<file path="config.mk">
export PLATFORM = sky130hd
export DESIGN_NAME = inst_fetch_unit
export DESIGN_NICKNAME = d
export VERILOG_FILES = /design/src/rtl/ifu_pkg.sv /design/src/rtl/ifu_fifo.sv /design/src/rtl/inst_fetch_unit.sv
export SDC_FILE = /design/constraint.sdc
export NUM_CORES = 1
export LEC_CHECK = 0
export BUFFER_PORTS_ARGS = -buffer_cell sky130_fd_sc_hd__clkbuf_2
export CAP_MARGIN = 0
export CORE_AREA = 5 5 118 164
export CTS_CLUSTER_DIAMETER = 120
export DETAILED_ROUTE_END_ITERATION = 8
export DIE_AREA = 0 0 123 169
export GPL_ROUTABILITY_DRIVEN = 0
export SYNTH_ARGS = -nofsm -noshare
export SYNTH_HDL_FRONTEND = slang
export SYNTH_SLANG_ARGS = --single-unit
</file>
<file path="constraint.sdc">
create_clock -name clk -period 17.2 [get_ports clk]
set_input_delay 3.44 -clock clk [delete_from_list [all_inputs] [get_ports clk]]
set_output_delay 3.44 -clock clk [all_outputs]
set_load 0.02 [all_outputs]
</file>
<file path="src/rtl/ifu_pkg.sv">
// Shared types and constants for the instruction fetch unit.
package ifu_pkg;

  localparam int unsigned XLEN       = 32;
  localparam int unsigned INST_W     = 32;
  localparam int unsigned WORD_SHIFT = 2;

  localparam logic [INST_W-1:0] NOP = 32'h0000_0013;

  typedef struct packed {
    logic [INST_W-1:0] inst;
    logic [XLEN-1:0]   pc;
  } fetch_entry_t;

endpackage

</file>
<file path="src/rtl/ifu_fifo.sv">
// Parameterised synchronous circular FIFO with flush; flush overrides push/pop.
module ifu_fifo #(
  parameter int unsigned DEPTH = 2,
  parameter int unsigned W     = 64
) (
  input  logic                       clk,
  input  logic                       reset,
  input  logic                       flush,
  input  logic                       push,
  input  logic                       pop,
  input  logic [W-1:0]               din,
  output logic [W-1:0]               dout,
  output logic [$clog2(DEPTH):0]     count,
  output logic                       full,
  output logic                       empty
);

  localparam int unsigned AW = $clog2(DEPTH);
  localparam int unsigned CW = AW + 1;

  logic [W-1:0]  store [DEPTH];
  logic [AW-1:0] wr_ptr;
  logic [AW-1:0] rd_ptr;

  assign dout  = store[rd_ptr];
  assign full  = (count == CW'(DEPTH));
  assign empty = (count == '0);

  // Pointer, occupancy and storage update; storage is cleared only on reset.
  always_ff @(posedge clk) begin
    if (reset) begin
      wr_ptr <= '0;
      rd_ptr <= '0;
      count  <= '0;
      for (int unsigned i = 0; i < DEPTH; i++) begin
        store[i] <= '0;
      end
    end else if (flush) begin
      wr_ptr <= '0;
      rd_ptr <= '0;
      count  <= '0;
    end else begin
      if (push) begin
        store[wr_ptr] <= din;
        wr_ptr        <= wr_ptr + AW'(1);
      end
      if (pop) begin
        rd_ptr <= rd_ptr + AW'(1);
      end
      case ({push, pop})
        2'b10:   count <= count + CW'(1);
        2'b01:   count <= count - CW'(1);
        default: count <= count;
      endcase
    end
  end

endmodule

</file>
<file path="src/rtl/inst_fetch_unit.sv">
// Instruction fetch unit: PC, issue logic, range check and prefetch buffer.
// Optional performance counters enabled by defining IFU_PERF_CNT_EN.
module inst_fetch_unit
  import ifu_pkg::*;
#(
  parameter logic [31:0] RESET_PC  = 32'h0000_0000,
  parameter int unsigned DEPTH     = 2,
  parameter int unsigned MEM_WORDS = 256
) (
  input  logic        clk,
  input  logic        reset,
  input  logic        fetch_en,
  input  logic        redirect_valid,
  input  logic [31:0] redirect_pc,
  output logic [31:0] mem_addr,
  output logic        mem_re,
  input  logic [31:0] mem_rdata,
  output logic        inst_valid,
  input  logic        inst_ready,
  output logic [31:0] inst,
  output logic [31:0] inst_pc,
`ifdef IFU_PERF_CNT_EN
  output logic [31:0] perf_fetch_cnt,
  output logic [31:0] perf_stall_cnt,
`endif
  output logic        fetch_err
);

  localparam logic [XLEN-WORD_SHIFT-1:0] MEM_LIMIT = (XLEN-WORD_SHIFT)'(MEM_WORDS);

  logic [XLEN-1:0]       pc;
  logic                  dequeue;
  logic                  issue_req;
  logic                  in_range;
  logic                  fifo_full;
  logic                  fifo_empty;
  logic [$clog2(DEPTH):0] fifo_count;
  fetch_entry_t          push_entry;
  fetch_entry_t          head_entry;

  assign inst_valid = ~fifo_empty;
  assign dequeue    = inst_valid & inst_ready;
  assign in_range   = (pc[XLEN-1:WORD_SHIFT] < MEM_LIMIT);
  // A full buffer still accepts a fetch when the head leaves in the same cycle.
  assign issue_req  = fetch_en & ~redirect_valid & ~fetch_err & ~reset & (~fifo_full | dequeue);
  assign mem_re     = issue_req & in_range;
  assign mem_addr   = pc >> WORD_SHIFT;
  assign push_entry = '{inst: mem_rdata, pc: pc};
  assign inst       = head_entry.inst;
  assign inst_pc    = head_entry.pc;

  // Occupancy and empty flag must agree.
  always_comb begin
    assert (fifo_empty == (fifo_count == '0));
  end

  ifu_fifo #(
    .DEPTH (DEPTH),
    .W     ($bits(fetch_entry_t))
  ) u_fifo (
    .clk   (clk),
    .reset (reset),
    .flush (redirect_valid),
    .push  (mem_re),
    .pop   (dequeue),
    .din   (push_entry),
    .dout  (head_entry),
    .count (fifo_count),
    .full  (fifo_full),
    .empty (fifo_empty)
  );

  // PC advance, redirect and sticky range-error tracking.
  always_ff @(posedge clk) begin
    if (reset) begin
      pc        <= RESET_PC;
      fetch_err <= 1'b0;
    end else if (redirect_valid) begin
      pc        <= redirect_pc & ~XLEN'(3);
      fetch_err <= 1'b0;
    end else begin
      if (mem_re) begin
        pc <= pc + XLEN'(4);
      end
      if (issue_req && !in_range) begin
        fetch_err <= 1'b1;
      end
    end
  end

`ifdef IFU_PERF_CNT_EN
  // Fetch and stall event counters, free-running modulo 2^32.
  always_ff @(posedge clk) begin
    if (reset) begin
      perf_fetch_cnt <= '0;
      perf_stall_cnt <= '0;
    end else begin
      if (mem_re) begin
        perf_fetch_cnt <= perf_fetch_cnt + 32'd1;
      end
      if (fetch_en && !mem_re && !redirect_valid) begin
        perf_stall_cnt <= perf_stall_cnt + 32'd1;
      end
    end
  end
`endif

endmodule
</file>
==> reports/summary.txt <==
==================================================================================
Half-perimeter wire length of the detailed placement result                9642 um
First-pass GRT wire length                                                23540 um
Via/cell ratio                                                               4.827
Worst clock skew                                                       0.007994 ns
Final worst-path cycle share                                                52.83%
Final Critical Period                                                     9.087 ns
Die W                                                                       123 um
Worst rel slew slack                                                        37.40%
Sequential cell area                                                  0.004446 mm2
Initial antenna violation count                                                  0
Share of flip-flops with an asynchronous set or reset                           0%
Final hold violations                                                            0
Total power density per cell area                                     100.0 mW/mm2
I/O pin count                                                                  168
Total clock buffers created by CTS                                              17
Share of synthesized area occupied by flip-flops and latches                65.70%
Total global-route track usage                                              14.70%
Number of inserted diodes                                                        0
Worst EP required                                                         13.76 ns
Pre-CTS setup slack                                                       8.053 ns
Layout area overhead                                                        25.18%
1st-pass router iterations                                                       5
Number of sinks driven by the clock tree                                       160
Number of fillers in the final layout                                         1643
Max-cap viol count                                                               0
Count of H-tree levels built during CTS                                          4
Number of setup buffers added after CTS                                          0
DRC                                                                              0
Wirelength, routed                                                        14910 um
Type of element launching the critical path                             input port
Mapped Area                                                           0.006764 mm2
Area of the die                                                        0.02079 mm2
Upper clock frequency limit                                              110.0 MHz
Starting density of the core                                                38.04%
Largest vdd supply drop                                                   50.27 uV
Placeable core region                                                  0.01778 mm2
Synthesized instance count                                                     478
Fraction of layout instances using a drive strength above 1                 38.92%
Number of global-route vias before repair                                     4680
Critical-path maximum fanout                                                    34
Total grt overflow                                                               0
Util after Layout                                                           47.62%
Resize count post-CTS                                                            0
Worst-case setup margin in the final layout                               8.113 ns
Iteration-0 DRC count of the detailed router                                   272
Worst path arrival time                                                    5.65 ns
Slew at the pin closest to its max-slew limit                            0.9390 ns
Average routed wire per standard cell                                     16.10 um
Crit path capture type                                                primary output
Unique masters post-synth                                                       50
Maximum clock insertion buffer count                                             2
Number of buffers inserted by port buffering                                   161
Leading cell type in the layout, fill and taps excluded                   clkbuf_2
TNS Setup                                                                     0 ns
Warnings, synthesis                                                              0
Clock slew at reported path FFs                                            0.06 ns
Clock tree from TritonCTS                                                    built
Num rows                                                                        58
Highest-count cells in the layout ignoring fill and taps              clkbuf_2, edfxtp_1, mux2_2
Die Y-Extent                                                                169 um
Fin nets                                                                       745
Leakage                                                                0.003631 uW
Fin. max-slew vios                                                               0
Worst hold slack                                                         0.5093 ns
Post-CTS Hold Buffers                                                            0
Source-to-sink clock delay at the later pin of the worst-skew pair         0.42 ns
Clock root buffer                                                        clkbuf_16
Via count                                                                     4470
RSZ-0062 raised after global routing                                         false
Type of the most critical hold path                                   register to register
Setup Crit Path Kind                                                  input port to primary output
Pin count of the biggest net entering global routing                            63
Run status                                                               completed
Number of endpoints failing setup at the final stage                             0
Count of state elements after synthesis                                        160
Remaining number of nets flagged by the antenna check after routing              0
Top flip-flop cell by instance count after synthesis                      edfxtp_1
Synthesized area per cell                                                14.15 um2
Number of synthesized flops with an enable pin                                 124
Multi-input gate area in the final layout                             0.002318 mm2
==================================================================================
-- power breakdown --
group          internal (uW)  total (uW)  leakage [uW]  switching, uW
clock                    185         338      0.000244            153
sequential               435         443       0.00155           7.92
combinational           23.9        66.0       0.00183           42.2
-- per-layer routing --
layer	vias up	global-route usage, %	wire [um]
met1	2157	16.11	5773
li1	2129	-	-
met2	161	25.83	7770
met5	-	0	0
met4	0	6.120	318
met3	23	4.813	1043
-- through the flow --
step           cells  cell area (um2)  power [uW]
3_3_place_gp     895             7930       515.8
5_1_grt          926             8467       882.3
4_1_cts          926             8467       857.0
3_5_place_dp     895             7930       517.8
6_report         926             8467       846.9
2_1_floorplan    525             6940       491.7
-- cells by family after synthesis --
kind of cell,after synthesis,share of synthesized area [%]
other cells,1,0.05544
simple gates,156,13.43
fa+ha+maj,2,0.3699
buf+inv,41,2.812
mux,84,13.58
compound gates,31,3.663
xor+xnor,3,0.3885
flops,160,65.70
-- area by class of cell --
cell class	instances	share of cell area (%)
Clock inverter	14	1.315
Tap cell	240	3.547
Clock buffer	17	5.024
Multi-Input combinational cell	324	27.38
Sequential cell	160	52.50
Timing Repair Buffer	167	10.05
Inverter	4	0.1773
-- Yosys cell counts (3+ instances only) --
| cell | instances | share of area [%] |
|---|---|---|
| o2111ai_1 | 4 | 0.52 |
| nand2_1 | 10 | 0.55 |
| o21ai_0 | 3 | 0.22 |
| nand3_1 | 9 | 0.67 |
| and2_1 | 41 | 3.8 |
| mux2_2 | 62 | 10 |
| a21oi_1 | 4 | 0.30 |
| dfxtp_1 | 36 | 11 |
| buf_4 | 5 | 0.55 |
| clkbuf_1 | 22 | 1.2 |
| inv_1 | 4 | 0.22 |
| edfxtp_1 | 124 | 55 |
| o311a_1 | 3 | 0.44 |
| nor2_1 | 29 | 1.6 |
| and3_1 | 43 | 4.0 |
| nor4_1 | 7 | 0.65 |
| clkbuf_2 | 4 | 0.30 |
| o221ai_1 | 5 | 0.65 |
| buf_2 | 4 | 0.30 |
| mux2i_1 | 22 | 3.3 |
| nand4_1 | 3 | 0.28 |
-- critical path, cell delays in order --
cell      delay [ns]
clkbuf_2        0.52
or2_1           0.54
nor4b_4         0.48
nand3_1         0.33
inv_1           0.15
clkbuf_2        0.18
-- sequential cells by signal, indices dropped and copies added, names as in the netlist, named ones only --
name / count
fetch_err: 1
pc: 30
u_fifo.count: 2
u_fifo.rd_ptr: 1
u_fifo.store: 124
u_fifo.wr_ptr: 1
-- path summary, 6_finish.rpt --
| kind | slack [ns] | start | endpoint | cells after the start |
|---|---|---|---|---|
| max | 8.11 | redirect_valid | mem_re | 6 |
| min | 0.51 | u_fifo.count[1] | u_fifo.count[1] | 2 |
| max reg2reg | 13.77 | pc[11] | u_fifo.store[1][28] | 7 |
| min reg2reg | 0.51 | u_fifo.count[1] | u_fifo.count[1] | 2 |
(Power assumes the default switching activity.)
